**src/rtl/poker_pkg.sv**
```systemverilog
// Shared card/hand types, category encoding and the combinational five-card evaluator
// used by the showdown scheduler.
package poker_pkg;

  localparam int CARD_W     = 6;
  localparam int HAND_CARDS = 5;
  localparam int HAND_W     = CARD_W * HAND_CARDS;

  localparam logic [3:0] RANK_ACE  = 4'he;
  localparam logic [3:0] RANK_TEN  = 4'ha;
  localparam logic [3:0] RANK_TWO  = 4'h2;
  localparam logic [3:0] RANK_FIVE = 4'h5;

  typedef struct packed {
    logic [1:0] suit;
    logic [3:0] rank;
  } card_t;

  typedef card_t [HAND_CARDS-1:0] hand_t;

  typedef enum logic [3:0] {
    CAT_HIGH = 4'd0, CAT_PAIR = 4'd1, CAT_TWO_PAIR = 4'd2, CAT_TRIPS = 4'd3,
    CAT_STRAIGHT = 4'd4, CAT_FLUSH = 4'd5, CAT_FULL = 4'd6, CAT_QUADS = 4'd7,
    CAT_STR_FLUSH = 4'd8, CAT_ROYAL = 4'd9
  } category_e;

  typedef enum logic [2:0] {IDLE, ARB, SORT, EVAL, RESULT, DONE} state_e;

  typedef struct packed {
    logic royal;
    logic straight_flush;
    logic quads;
    logic full_house;
    logic flush;
    logic straight;
    logic trips;
    logic two_pair;
    logic pair;
  } eval_flags_t;

  // Expects a hand already sorted ascending by rank; every flag is raw, overlaps resolve later.
  function automatic eval_flags_t evaluate_hand(input hand_t h);
    eval_flags_t f;
    logic [3:0]  r0, r1, r2, r3, r4;
    logic        run, wheel;
    r0 = h[0].rank; r1 = h[1].rank; r2 = h[2].rank; r3 = h[3].rank; r4 = h[4].rank;
    run   = (r1 == r0 + 4'd1) && (r2 == r1 + 4'd1) && (r3 == r2 + 4'd1) && (r4 == r3 + 4'd1);
    wheel = (r0 == RANK_TWO) && (r1 == 4'd3) && (r2 == 4'd4) && (r3 == RANK_FIVE) && (r4 == RANK_ACE);
    f.flush          = (h[0].suit == h[1].suit) && (h[1].suit == h[2].suit) &&
                       (h[2].suit == h[3].suit) && (h[3].suit == h[4].suit);
    f.straight       = run || wheel;
    f.straight_flush = f.straight && f.flush;
    f.royal          = f.straight_flush && (r0 == RANK_TEN) && (r4 == RANK_ACE);
    f.quads          = (r0 == r3) || (r1 == r4);
    f.full_house     = ((r0 == r2) && (r3 == r4)) || ((r0 == r1) && (r2 == r4));
    f.trips          = (r0 == r2) || (r1 == r3) || (r2 == r4);
    f.two_pair       = ((r0 == r1) && (r2 == r3)) || ((r0 == r1) && (r3 == r4)) ||
                       ((r1 == r2) && (r3 == r4));
    f.pair           = (r0 == r1) || (r1 == r2) || (r2 == r3) || (r3 == r4);
    return f;
  endfunction

  function automatic category_e encode_category(input eval_flags_t f);
    if (f.royal)               return CAT_ROYAL;
    else if (f.straight_flush) return CAT_STR_FLUSH;
    else if (f.quads)          return CAT_QUADS;
    else if (f.full_house)     return CAT_FULL;
    else if (f.flush)          return CAT_FLUSH;
    else if (f.straight)       return CAT_STRAIGHT;
    else if (f.trips)          return CAT_TRIPS;
    else if (f.two_pair)       return CAT_TWO_PAIR;
    else if (f.pair)           return CAT_PAIR;
    else                       return CAT_HIGH;
  endfunction

endpackage

```
**src/rtl/card_sorter.sv**
```systemverilog
// Registered odd-even transposition sorter: ascending by rank, stable, one pass per clock.
// done is high in the cycle whose closing edge completes the final pass.
module card_sorter
  import poker_pkg::*;
#(
  parameter int SORT_CYCLES = 5
) (
  input  logic  clk,
  input  logic  rst,
  input  logic  load,
  input  hand_t hand_in,
  output hand_t hand_out,
  output logic  done
);

  hand_t      cards;
  hand_t      pass_result;
  logic [3:0] pass_cnt;
  logic       running;

  assign done     = running && (pass_cnt == 4'(SORT_CYCLES - 1));
  assign hand_out = cards;

  always_ff @(posedge clk) begin
    if (rst) begin
      running  <= 1'b0;
      pass_cnt <= '0;
    end else if (load) begin
      running  <= 1'b1;
      pass_cnt <= '0;
    end else if (running) begin
      pass_cnt <= pass_cnt + 4'd1;
      if (done) running <= 1'b0;
    end
  end

  // NOTE: pure datapath registers carry no reset; their contents are only consumed after a load.
  always_ff @(posedge clk) begin
    if (load)         cards <= hand_in;
    else if (running) cards <= pass_result;
  end

  // Even passes compare (0,1),(2,3); odd passes compare (1,2),(3,4). Strict > keeps ties stable.
  always_comb begin
    pass_result = cards;
    for (int i = 0; i < HAND_CARDS - 1; i++) begin
      if ((i % 2) == int'(pass_cnt[0]) && cards[i].rank > cards[i+1].rank) begin
        pass_result[i]   = cards[i+1];
        pass_result[i+1] = cards[i];
      end
    end
  end

endmodule

```
**src/rtl/hand_eval_scheduler.sv**
```systemverilog
// Showdown round sequencer: round-robin grant, sort, shared evaluation and running best hand.
// One hand is in flight at a time; each served hand takes eight cycles from grant to next grant.
module hand_eval_scheduler
  import poker_pkg::*;
#(
  parameter int N_PLAYERS   = 4,
  parameter int SORT_CYCLES = 5,
  localparam int PW = (N_PLAYERS > 1) ? $clog2(N_PLAYERS) : 1
) (
  input  logic                        clk,
  input  logic                        rst,
  input  logic                        round_start,
  input  logic [N_PLAYERS-1:0]        player_mask,
  input  logic [N_PLAYERS-1:0]        hand_valid,
  input  logic [N_PLAYERS*HAND_W-1:0] hand_data,
  output logic [N_PLAYERS-1:0]        hand_ack,
  output logic                        res_valid,
  output logic [PW-1:0]               res_player,
  output logic [3:0]                  res_category,
  output logic                        round_done,
  output logic [PW-1:0]               winner,
  output logic [3:0]                  winner_category,
  output logic                        busy
);

  state_e                 state, next_state;
  logic [N_PLAYERS-1:0]   mask_q, served, eligible, pending, hand_ack_q;
  logic [PW-1:0]          ptr, grant_idx, idx, cur_player, best_player, win_player;
  logic                   grant_any, sorter_done, best_valid, new_best;
  hand_t                  granted_hand, sorted_hand;
  eval_flags_t            flags_q;
  logic [19:0]            ranks_q, best_ranks;
  category_e              res_cat, best_cat;
  logic [3:0]             win_cat;

  assign eligible     = hand_valid & mask_q & ~served;
  assign pending      = mask_q & ~served;
  assign granted_hand = hand_data[int'(grant_idx)*HAND_W +: HAND_W];
  assign res_cat      = encode_category(flags_q);
  assign new_best     = !best_valid || (res_cat > best_cat) ||
                        ((res_cat == best_cat) && (ranks_q > best_ranks));

  // Round-robin pick: first eligible requester at or after ptr.
  always_comb begin
    grant_any = 1'b0;
    grant_idx = '0;
    idx       = '0;
    for (int i = 0; i < N_PLAYERS; i++) begin
      idx = PW'((int'(ptr) + i) % N_PLAYERS);
      if (!grant_any && eligible[idx]) begin
        grant_any = 1'b1;
        grant_idx = idx;
      end
    end
  end

  card_sorter #(.SORT_CYCLES(SORT_CYCLES)) u_sorter (
    .clk      (clk),
    .rst      (rst),
    .load     (state == ARB && grant_any),
    .hand_in  (granted_hand),
    .hand_out (sorted_hand),
    .done     (sorter_done)
  );

  // NOTE: every combinational output gets a default first, so no path can infer a latch.
  always_comb begin
    next_state = state;
    case (state)
      IDLE:    if (round_start) next_state = (player_mask == '0) ? DONE : ARB;
      ARB:     if (grant_any) next_state = SORT;
               else if (pending == '0) next_state = DONE;
      SORT:    if (sorter_done) next_state = EVAL;
      EVAL:    next_state = RESULT;
      RESULT:  next_state = ARB;
      DONE:    next_state = IDLE;
      default: next_state = IDLE;
    endcase
  end

  // NOTE: sequential state uses non-blocking assignments so all registers update together.
  always_ff @(posedge clk) begin
    if (rst) begin
      state       <= IDLE;
      ptr         <= '0;
      mask_q      <= '0;
      served      <= '0;
      hand_ack_q  <= '0;
      cur_player  <= '0;
      flags_q     <= '0;
      ranks_q     <= '0;
      best_valid  <= 1'b0;
      best_cat    <= CAT_HIGH;
      best_ranks  <= '0;
      best_player <= '0;
      win_player  <= '0;
      win_cat     <= '0;
    end else begin
      state      <= next_state;
      hand_ack_q <= '0;
      if (state == IDLE && round_start) begin
        mask_q      <= player_mask;
        served      <= '0;
        best_valid  <= 1'b0;
        best_cat    <= CAT_HIGH;
        best_ranks  <= '0;
        best_player <= '0;
        win_player  <= '0;
        win_cat     <= '0;
      end
      if (state == ARB && grant_any) begin
        cur_player <= grant_idx;
        hand_ack_q <= {{(N_PLAYERS-1){1'b0}}, 1'b1} << grant_idx;
        ptr        <= (grant_idx == PW'(N_PLAYERS - 1)) ? '0 : grant_idx + 1'b1;
      end
      if (state == ARB && next_state == DONE) begin
        win_player <= best_player;
        win_cat    <= best_cat;
      end
      if (state == EVAL) begin
        flags_q <= evaluate_hand(sorted_hand);
        ranks_q <= {sorted_hand[4].rank, sorted_hand[3].rank, sorted_hand[2].rank,
                    sorted_hand[1].rank, sorted_hand[0].rank};
      end
      if (state == RESULT) begin
        served[cur_player] <= 1'b1;
        if (new_best) begin
          best_valid  <= 1'b1;
          best_cat    <= res_cat;
          best_ranks  <= ranks_q;
          best_player <= cur_player;
        end
      end
    end
  end

  assign hand_ack        = hand_ack_q;
  assign res_valid       = (state == RESULT);
  assign res_player      = cur_player;
  assign res_category    = res_cat;
  assign round_done      = (state == DONE);
  assign winner          = win_player;
  assign winner_category = win_cat;
  assign busy            = (state != IDLE);

endmodule

```
**config.mk**
```make
export PLATFORM = sky130hd
export DESIGN_NAME = hand_eval_scheduler
export DESIGN_NICKNAME = d
export VERILOG_FILES = /design/src/rtl/poker_pkg.sv /design/src/rtl/card_sorter.sv /design/src/rtl/hand_eval_scheduler.sv
export SDC_FILE = /design/constraint.sdc
export NUM_CORES = 1
export LEC_CHECK = 0
export BUFFER_PORTS_ARGS = -buffer_cell sky130_fd_sc_hd__clkbuf_2
export CELL_PAD_IN_SITES_DETAIL_PLACEMENT = 1
export CELL_PAD_IN_SITES_GLOBAL_PLACEMENT = 1
export CORE_ASPECT_RATIO = 1.25
export CORE_MARGIN = 5
export CORE_UTILIZATION = 43
export CTS_BUF_LIST = sky130_fd_sc_hd__clkbuf_8
export DETAILED_ROUTE_END_ITERATION = 6
export PLACE_DENSITY_LB_ADDON = 0.1
export SLEW_MARGIN = 5
export SYNTH_ARGS = -nofsm -noshare
export SYNTH_HDL_FRONTEND = slang
export SYNTH_SLANG_ARGS = --single-unit
```
**constraint.sdc**
```tcl
create_clock -name clk -period 3.6 [get_ports clk]
set_input_delay 0 -clock clk [delete_from_list [all_inputs] [get_ports clk]]
set_output_delay 0 -clock clk [all_outputs]
set_load 0.005 [all_outputs]
```
## Word level (Yosys, flattened, before mapping)

Cells that the tools add are included.

- Add/sub/neg operators: 9
- Multipliers: 1
- Order comparisons: 12
- Eq/ne operators: 32
- Shift operators: 2
- Muxes and demuxes: 62
- Bitwise operators: 7
- Reduce and logical (&&, ||, !) cells: 65

Operators by type and width:

| cell | count |
|---|---|
| 120-bit by 8-bit indexed part select with 30-bit output | 1 |
| 20-bit 2-to-1 mux | 3 |
| 30-bit 2-to-1 mux | 2 |
| 4-bit equality test | 14 |
| 12-bit 2-to-1 mux | 4 |
| 4-bit 2-to-1 mux | 10 |
| 1-bit logical AND | 31 |
| 3-bit 2-to-1 mux | 9 |
| 2-bit 2-to-1 mux | 12 |
| 4-bit by 1-bit adder with 4-bit output (second input constant) | 5 |
| 20-bit > comparator | 1 |
| 4-bit > comparator | 5 |
| 1-bit 2-to-1 mux | 16 |
| 2-bit by 3-bit < comparator with 1-bit output (second input constant) | 5 |
| 3-bit one-hot mux with 5 select lines | 1 |
| 4-bit bitwise AND | 3 |
| 4-bit by 3-bit equality test with 1-bit output (second input constant) | 3 |
| 1-bit logical OR | 12 |
| 3-bit nonzero test | 4 |
| 2-bit AND reduction | 5 |
| 3-bit equality test (second input constant) | 3 |
| 1-bit binary-select mux with 2-bit select | 4 |
| 2-bit equality test | 4 |
| 4-bit by 2-bit equality test with 1-bit output (second input constant) | 2 |
| 18 further kinds | 31 |

- Register bits: 116
- Input bits: 131
- Output and inout bits: 19
- Word-level logic and storage cells: 224

## Depth between registers and ports, before layout

Gate-level depths: netlist of the first run.

- Word-level depth: 19
- Gate-level depth with buffers: 14
- Mapped depth without buffers: 12

## Modules after synthesis

From an unflattened synthesis of the first run, not the netlist that was laid out.

- Cell total of the unflattened synthesis: 1,039
- Area, all modules: 8,304.2 um^2

By module, submodules not included:

| module | instances | cells each | area an instance (um^2) | sequential area each (um^2) |
|---|---|---|---|---|
| hand_eval_scheduler | 1 | 810 | 5,916.9 | 1,621.6 |
| card_sorter | 1 | 229 | 2,387.3 | 1,001.0 |

## Least setup slack after synthesis of the first run

No wires, ideal clock.

- Path kind: register -> register
- Start: register flags_q[7] (netlist name)
- End: register best_ranks[10]
- Setup time: 0.143 ns
- Arrival: 2.600 ns
- Data required time: 3.457 ns
- Slack: 0.857 ns
- Cell stages (with the launch flop): 12
- Buffers on the path: 2
- Period minus slack after synthesis: 2.743 ns
- Cells stage by stage: dfxtp_1 or2_2 a21oi_1 ha_1 and4b_1 a211oi_2 o21ai_2 or4_4 buf_6 buf_12 nand3_2 a21oi_2

- Cells in the longest elaborated chain, start to end: 7
- Elaborated cells between the ends (all ways): 9
- Classes of those cells: 1 x order compare; 1 x eq/ne; 4 x mux; 3 x reduce/logical

RTL lines:

| what | line | text |
|---|---|---|
| start, declared | hand_eval_scheduler.sv:31 | `eval_flags_t flags_q;` |
| start signal, assigned | hand_eval_scheduler.sv:121 | `flags_q <= evaluate_hand(sorted_hand);` |
| 4-bit 2-to-1 mux * | poker_pkg.sv:65 | `else if (f.straight_flush) return CAT_STR_FLUSH;` |
| 4-bit 2-to-1 mux * | poker_pkg.sv:64 | `if (f.royal) return CAT_ROYAL;` |
| via res_category[3] | hand_eval_scheduler.sv:19 | `output logic [3:0] res_category,` |
| 4-bit > comparator or 4-bit equality test (tied branches) | hand_eval_scheduler.sv:40, hand_eval_scheduler.sv:41 |  |
| 1-bit logical OR or 1-bit logical AND (tied branches) | hand_eval_scheduler.sv:40, hand_eval_scheduler.sv:41 |  |
| 1-bit logical OR * | hand_eval_scheduler.sv:40 | `assign new_best = !best_valid \|\| (res_cat > best_cat) \|\|` |
| 20-bit 2-to-1 mux * | hand_eval_scheduler.sv:127 | `if (new_best) begin` |
| 20-bit 2-to-1 mux * | hand_eval_scheduler.sv:125 | `if (state == RESULT) begin` |
| end signal, assigned | hand_eval_scheduler.sv:130 | `best_ranks <= ranks_q;` |
| end, declared | hand_eval_scheduler.sv:32 | `logic [19:0] ranks_q, best_ranks;` |

Mark *: on every way through the listed nets, which the timed path passes. The rest lies on a longest branch.
A chain may end at the register's enable or synchronous reset.

## Worst setup path in the final report of the first run

- Start: register served[2]
- End: register u_sorter.cards (netlist bit u_sorter.hand_out[1]) (data pin)

- Cells in the longest elaborated chain, start to end: 17
- Elaborated cells between the ends (all ways): 28
- Classes of those cells: 1 x mul; 1 x shift; 17 x mux; 2 x bitwise; 7 x reduce/logical

RTL lines:

| what | line | text |
|---|---|---|
| start, declared | hand_eval_scheduler.sv:27 | `logic [N_PLAYERS-1:0] mask_q, served, eligible, pending, hand_ack_q;` |
| start signal, assigned | hand_eval_scheduler.sv:87 | `served <= '0;` |
| start signal, assigned | hand_eval_scheduler.sv:103 | `served <= '0;` |
| start signal, assigned by index | hand_eval_scheduler.sv:126 | `served[cur_player] <= 1'b1;` |
| 4-bit NOT * | hand_eval_scheduler.sv:36 | `assign eligible = hand_valid & mask_q & ~served;` |
| 4-bit bitwise AND * | hand_eval_scheduler.sv:36 |  |
| 1-bit binary-select mux with 2-bit select | hand_eval_scheduler.sv:50 | `if (!grant_any && eligible[idx]) begin` |
| 1-bit 2-to-1 mux (not written as such) | hand_eval_scheduler.sv:50 |  |
| 1-bit 2-to-1 mux | hand_eval_scheduler.sv:50 |  |
| 1-bit logical NOT | hand_eval_scheduler.sv:50 |  |
| 1-bit logical AND | hand_eval_scheduler.sv:50 |  |
| 1-bit 2-to-1 mux | hand_eval_scheduler.sv:50 |  |
| 1-bit logical NOT | hand_eval_scheduler.sv:50 |  |
| 1-bit logical AND | hand_eval_scheduler.sv:50 |  |
| 1-bit 2-to-1 mux | hand_eval_scheduler.sv:50 |  |
| 1-bit logical NOT | hand_eval_scheduler.sv:50 |  |
| 1-bit logical AND | hand_eval_scheduler.sv:50 |  |
| 2-bit 2-to-1 mux | hand_eval_scheduler.sv:50 |  |
| 2-bit by 4-bit multiplier with 6-bit output | hand_eval_scheduler.sv:38 | `assign granted_hand = hand_data[int'(grant_idx)*HAND_W +: HAND_W];` |
| 120-bit by 8-bit indexed part select with 30-bit output | hand_eval_scheduler.sv:38 |  |
| 30-bit 2-to-1 mux * | card_sorter.sv:39 | `if (load) cards <= hand_in;` |
| end signal, assigned | card_sorter.sv:39 |  |
| end signal, assigned | card_sorter.sv:40 | `else if (running) cards <= pass_result;` |
| end, declared | card_sorter.sv:16 | `hand_t cards;` |

Every way passes the cells marked *; elsewhere a longest branch is shown, timed or not. The select of a mux whose other input is x is not followed.

==> results.txt, run 1 <==
Synth warn -> 0
Leakage -> 3.58 nW
Clk_skew -> 0.00948 ns
Final setup viols -> 0
CP max stage delay -> 0.62 ns
Vias -> 7,161
Mapped Nets -> 1,044
Setup TNS -> 0 ns
Total congestion overflow -> 0
DRC viols -> 0
Tightest Pin Transition -> 1.07 ns
GR peak layer -> met2
Max Root-Sink Buffers -> 2
Drt total wl -> 24.3 mm
Crit path time final -> 3.38 ns
CP delay by family, top -> buffers and inverters
Netlist cell types -> 68
DR vias/cell -> 5.70
Root Buffer -> clkbuf_8
Rel. slew slack -> 28.4%
Crit path launch type -> flip-flop
Vias in the first global route -> 7,717
Number of CTS-inserted buffers -> 17
H-tree depth -> 4
CP required -> 3.78 ns
DRT antenna net count -> 0
DRT iter0 DRCs -> 334
Dpl hpwl -> 17.2 mm
RSZ-0062 raised after global routing -> false
Port bufs -> 149
Synthesized area -> 0.00770 mm²
CTS tree -> built
Worst IR Drop VDD -> 198 µV
Fin crit share -> 93.9%
GRT Util Overall -> 23.9%
Final Wtd Congestion -> 0.822
Fraction of layout cells with a size suffix above 1 -> 26.0%
Critical-path cell list -> nand3b_1 > nor3_1 > o22a_4 > buf_4 > mux2i_1 > dlygate4sd3_1 > o221ai_1 > dlygate4sd3_1
Synthesized instance count -> 863
Postcts setup bufs -> 0
WS Path Type -> flip-flop to flip-flop
Area growth syn-to-layout -> 20.4%
Outcome -> completed
Buf/Inv on CP -> 3
Fillers -> 2,159
Final Slew Violations -> 0
Ys flop type -> dfxtp_1
Crit-path most repeated cell -> dlygate4sd3_1
Largest area contributor in the netlist -> dfxtp_1
Highest net fanout along the worst path -> 19
Arrival @ worst endpoint -> 3.57 ns
Core area -> 0.0176 mm²
Clk pin slew, worst setup/hold paths -> 0.07 ns
Die ar. -> 0.0207 mm²
Post-synth top cells -> nand2_1 (93), dfxtp_1 (86), a21oi_1 (69), inv_1 (53), mux2i_1 (51)
IO Pins -> 150
Die Y-Extent -> 160 µm
Most frequent cell after synthesis -> nand2_1
Syn Area/Cell -> 8.93 µm²
Clk_lat worst skew -> 0.44 ns
Met2 usage -> 41.4%
Total iterations of the first detailed-routing run -> 4
Met1 Use GR -> 29.0%
Diode count -> 0
Slowest cell on the critical path -> dlygate4sd3_1
Final Hold Fails -> 0
Power density of the placed cells -> 362 mW/mm²
Max_cap viols -> 0
Synth top area cells -> dfxtp_1 (22%), edfxtp_1 (12%), ha_1 (8.1%)
Hold crit path type -> primary input to flip-flop
Initial antenna violation count -> 0
Met3 Use GR -> 4.78%
Number of synthesized flops with an enable pin -> 30
# rows -> 54
Global-route wire length before repair -> 39.8 mm
Top-area cell type share of the netlist area -> 22.3%
Nets -> 1,200
Fin util -> 52.8%
CTS Sinks -> 116
Post-detailed-route wirelength per cell -> 19.3 µm
Post-synthesis sequential area ratio -> 34.0%
Fmax achieved -> 0.296 GHz
Critical Path End Type -> flip-flop
Die Width -> 130 µm
Async S/R FF share, synth -> 0%
Largest net degree at the start of global routing -> 90
Initial Utilization -> 43.9%
Synth Register Bits -> 116
[sequential cells by signal (all words and copies together), names as in the netlist]
name / cells
res_player: 2
u_sorter.running: 1
ranks_q: 20
hand_ack: 4
u_sorter.pass_cnt: 4
best_cat: 4
state: 3
best_valid: 1
flags_q: 9
best_player: 2
winner: 2
served: 4
best_ranks: 20
mask_q: 4
ptr: 2
winner_category: 4
u_sorter.hand_out: 30
[logic make-up after synthesis]
group / after synthesis / synth area share [%]
flops: 116 / 34.0
mux: 64 / 8.53
simple gates: 259 / 18.1
xor+xnor: 35 / 3.98
fa+ha+maj: 50 / 8.12
compound gates: 213 / 19.6
buf+inv: 126 / 7.70
[path summary, 6_finish.rpt]
kind	start	to	slack (ns)	cells after the start
max reg2reg	served[2]	u_sorter.hand_out[1]	0.22	8
min	hand_data[30]	u_sorter.hand_out[0]	0.01	3
min reg2reg	best_player[0]	winner[0]	0.46	2
max	served[2]	u_sorter.hand_out[1]	0.22	8
[stage by stage]
step                power [W]  cell area, µm²  worst slack, ns  hold WS [ns]  std cells
global route          0.00352            9280           0.0900       0.00230       1256
finish                0.00336            9280            0.218        0.0137       1256
floorplan             0.00196            7700            0.857         0.136        863
CTS                   0.00337            9270            0.157     0.0000693       1256
detailed placement    0.00219            8510            0.586         0.250       1184
global placement      0.00217            8510            0.640         0.244       1184
[layout by cell type (no fill, tap or decap), types with 4 or more instances in the layout]
master,instances
o211ai_1,27
inv_1,56
mux2_2,13
o21a_1,6
edfxtp_1,30
a21oi_1,69
clkbuf_2,148
nor2_1,30
o22ai_1,6
ha_1,50
a221oi_1,18
nand4_1,18
nor4_1,6
clkbuf_8,20
nand2b_1,5
dfxtp_1,86
a21oi_2,22
nor2b_1,9
a21o_1,6
nand3_1,31
nand2_1,93
a211oi_1,4
o221ai_1,14
a32o_1,6
nand3_2,20
buf_4,20
xor2_1,12
clkinv_2,5
dlygate4sd3_1,40
nor3_1,17
nand3b_1,7
xnor2_1,23
mux2i_1,51
o21ai_0,13
[repair_timing]
item                       CTS  global route
hold buffers                40             0
setup endpoints to repair    0             5
resized for setup            0             1
hold endpoints to repair    19             0
[per-layer routing]
layer / wire length, µm / vias up
met4: 713 / 0
met2: 12100 / 203
li1: - / 3450
met5: 0 / -
met3: 1130 / 45
met1: 10300 / 3463
[where the power goes]
part | total [W] | switching (W) | internal (W)
Sequential | 0.00147 | 0.0000733 | 0.00139
Clock | 0.00114 | 0.000550 | 0.000587
Combinational | 0.000752 | 0.000415 | 0.000337
[worst reg2reg max path, stage by stage, from the launching register on]
cell and delay [ns]:
dfxtp_1 0.33, nand3b_1 0.26, nor3_1 0.27, o22a_4 0.36, buf_4 0.38, mux2i_1 0.21
dlygate4sd3_1 0.57, o221ai_1 0.14, dlygate4sd3_1 0.62
[area by class of cell]
type	instances	area [µm²]	share of cell area (%)
Tap cell	224	280	3.02
Clock buffer	20	275	2.97
Timing Repair Buffer	209	1310	14.1
Inverter	54	203	2.18
Multi-Input combinational cell	621	4500	48.5
Sequential cell	116	2620	28.3
Clock inverter	12	88.8	0.957
Note: power is estimated with default switching activity, not from simulation.
==> inputs of run 2 (changes only) <==
Settings changed: SYNTH_HIERARCHICAL set to 1.
==> results.txt, run 2 <==
Clk_skew -> 0.0149 ns (+0.00547 ns)
Vias -> 7,815 (+9.1%)
Dpl hpwl -> 19.4 mm (+13%)
Vias in the first global route -> 8,174 (+5.9%)
Slowest cell on the critical path -> inv_2
Final Slew Violations -> 0 (unchanged)
DR vias/cell -> 5.60 (-1.7%)
Largest net degree at the start of global routing -> 56 (-38%)
Root Buffer -> clkbuf_8
Clk pin slew, worst setup/hold paths -> 0.08 ns (about the same)
Total congestion overflow -> 0 (unchanged)
Post-cts gate resize count -> 0 (unchanged)
Nets -> 1,330 (+11%)
CTS tree -> built
Synth top area cells -> dfxtp_1 (21%), edfxtp_1 (11%), nand2_1 (9.1%)
Leakage -> 4.12 nW (+15%)
Final Hold Fails -> 0 (unchanged)
Worst IR Drop VDD -> 219 µV (+11%)
DRC viols -> 0 (unchanged)
Max Root-Sink Buffers -> 2 (unchanged)
Largest area contributor in the netlist -> dfxtp_1
Synth Register Bits -> 116 (unchanged)
Drt total wl -> 26.0 mm (+7.0%)
Highest net fanout along the worst path -> 53 (+34)
Initial antenna violation count -> 0 (unchanged)
Sw Ratio -> 32.9% (+2.0 points)
Post-detailed-route wirelength per cell -> 18.6 µm (-3.7%)
FF+latch area -> 0.00262 mm² (unchanged)
Async S/R FF share, synth -> 0% (unchanged)
Post-synthesis sequential area ratio -> 31.6% (-2.5 points)
FF-to-FF Start -> state[1]
Core area -> 0.0189 mm² (+7.7%)
Footprint of the multi-input gates -> 0.00506 mm² (+12%)
Area growth syn-to-layout -> 15.6%
Fillers -> 2,399 (+11%)
# rows -> 56 (+3.7%)
Ys flop type -> dfxtp_1
Post-synth top cells -> nand2_1 (201), dfxtp_1 (86), inv_1 (63), a21oi_1 (57), ha_1 (49)
Initial Utilization -> 43.9% (about the same)
Largest register FFs -> 30 (unchanged)
Critical-path cell list -> and2b_1 > nor2b_1 > nand2_1 > inv_2 > buf_4 > nor2b_1 > a221o_1
IO Pins -> 150 (unchanged)
Die Y-Extent -> 165 µm (+3.6%)
Diode count -> 0 (unchanged)
Pint -> 0.00245 W (+5.8%)
Max_cap viols -> 0 (unchanged)
Flop pwr share -> 40.5% (-3.2 points)
Fmax achieved -> 0.361 GHz (+22%)
Rel. slew slack -> 33.0% (+4.6 points)
Hold path startpoint -> hand_data[34]
Top-area cell type share of the netlist area -> 20.7% (-1.6 points)
Fin crit share -> 76.9% (-17 points)
Post-placement cell count -> 1,357 (+15%)
Setup TNS -> 0 ns (unchanged)
Most frequent cell after synthesis -> nand2_1
Arrival @ worst endpoint -> 2.97 ns (-0.60 ns)
Syn Area/Cell -> 7.99 µm² (-10%)
Crit path launch type -> flip-flop
Synth warn -> 6 (+6)
Final setup viols -> 0 (unchanged)
Final cell count without fillers -> 1,395 (+11%)
CTS Sinks -> 116 (unchanged)
Outcome -> completed
Total iterations of the first detailed-routing run -> 5 (+1)
Die Width -> 134 µm (+3.5%)
H-tree depth -> 4 (unchanged)
Port bufs -> 149 (unchanged)
CP required -> 3.80 ns (+0.02 ns)
Synthesized instance count -> 1,039 (+20%)
Clk pwr share -> 35.2% (+1.3 points)
Crit path time final -> 2.77 ns (-0.612 ns)
Postcts setup bufs -> 0 (unchanged)
Power density of the placed cells -> 381 mW/mm² (+5.3%)
Synthesized area -> 0.00830 mm² (+7.8%)
Critical Path End Type -> flip-flop
Die ar. -> 0.0222 mm² (+7.2%)
Hold crit path type -> primary input to flip-flop
WS Path Type -> flip-flop to flip-flop
Netlist cell types -> 73 (+7.4%)
GRT Util Overall -> 23.5% (-0.42 points)
Crit-path most repeated cell -> nor2b_1
DRT iter0 DRCs -> 317 (-5.1%)
Fraction of layout cells with a size suffix above 1 -> 19.4% (-6.5 points)
Tightest Pin Transition -> 0.996 ns (-0.0784 ns)
Switch Pwr -> 0.00120 W (+16%)
DRT antenna net count -> 0 (unchanged)
Mapped Nets -> 1,219 (+17%)
Clk_lat worst skew -> 0.45 ns (about the same)
CP max stage delay -> 0.70 ns (+0.08 ns)
Final Wtd Congestion -> 0.855 (+4.1%)
Number of CTS-inserted buffers -> 17 (unchanged)
Global-route wire length before repair -> 41.9 mm (+5.3%)
Most frequent cells in the layout -> nand2_1 (201), clkbuf_2 (148), dfxtp_1 (86)
Setup crit start -> state[1]
Number of synthesized flops with an enable pin -> 30 (unchanged)
Combinational power share -> 24.3% (+1.9 points)
RSZ-0062 raised after global routing -> false
Most common cell after layout, fill and taps aside -> nand2_1
-- run 2: cell types whose count changed in the layout (fill, tap and decap cells not counted), sizes merged, moves of 14 or more --
cell	change
dlygate4sd3	-34
xor2	+21
mux2i	-23
a31oi	+32
o221ai	-14
nand2	+108
nand2b	+26
a21oi	-31
and3	+34
or3	+22
a221oi	-16
o211ai	-20
nand3	-25
-- run 2: path summary, 6_finish.rpt --
check                                              to  slack (ns)  depth (start not counted)
worst max-delay path            u_sorter/hand_out[18]        0.83                          7
worst min-delay path             u_sorter/hand_out[4]        0.06                          4
worst max register to register  u_sorter/hand_out[18]        0.83                          7
worst min register to register     winner_category[1]        0.46                          2
-- run 2: per-layer routing --
| metal | part of all wire, % | vias up | global-route usage [%] | wire [µm] |
|---|---|---|---|---|
| li1 | - | 3855 | - | - |
| met1 | 41 | 3742 | 26.1 | 10700 |
| met2 | 53 | 176 | 45.5 | 13900 |
| met3 | 3.1 | 42 | 3.42 | 817 |
| met4 | 2.4 | 0 | 8.06 | 621 |
| met5 | 0 | - | 0 | 0 |
-- run 2: area by class of cell --
class	instances	share of cell area, %
Clock buffer	17	2.44
Inverter	63	2.46
Multi-Input combinational cell	777	52.7
Tap cell	232	3.02
Timing Repair Buffer	175	10.2
Clock inverter	15	1.85
Sequential cell	116	27.3
-- run 2: kinds of logic after synthesis --
kind of cell | after synthesis | share of synthesized area, %
xor+xnor | 52 | 5.48
buf+inv | 146 | 7.68
simple gates | 449 | 26.9
flops | 116 | 31.6
compound gates | 195 | 17.1
fa+ha+maj | 50 | 7.50
mux | 31 | 3.78
-- run 2: critical path, delay by kind of cell, from the launching register on --
kind                   cells  cell delay [ns]
buffers and inverters      2             1.03
AOI/OAI and AO/OA          1             0.32
DFF                        1             0.35
and+or+nand+nor            4             0.79
-- run 2: metrics by stage --
stage	area, µm²	setup WS (ns)	utilization (%)	total power, W	hold slack, ns
after global placement	9130	0.906	48.3	0.00237	0.243
after CTS	9600	0.810	50.7	0.00370	0.0352
after floorplan	8300	1.22	-	0.00210	0.0724
after global routing	9600	0.557	50.7	0.00385	0.0614
final	9600	0.830	50.7	0.00366	0.0622
after detailed placement	9130	0.810	48.3	0.00239	0.251
-- run 2: what timing repair did --
| action | 4_1_cts | 5_1_grt |
|---|---|---|
| endpoints found under the hold margin | 7 | 0 |
| setup endpoints to repair | 0 | 0 |
| hold buffers | 6 | 0 |
-- run 2: power by group through the flow --
| stage | combinational [W] | sequential [W] | clock (W) |
|---|---|---|---|
| 3_3_place_gp | 0.000861 | 0.00151 | 0 |
| 2_1_floorplan | 0.000650 | 0.00145 | 0 |
| 5_1_grt | 0.000978 | 0.00149 | 0.00138 |
| 6_report | 0.000888 | 0.00148 | 0.00129 |
| 4_1_cts | 0.000892 | 0.00148 | 0.00133 |
| 3_5_place_dp | 0.000881 | 0.00151 | 0 |
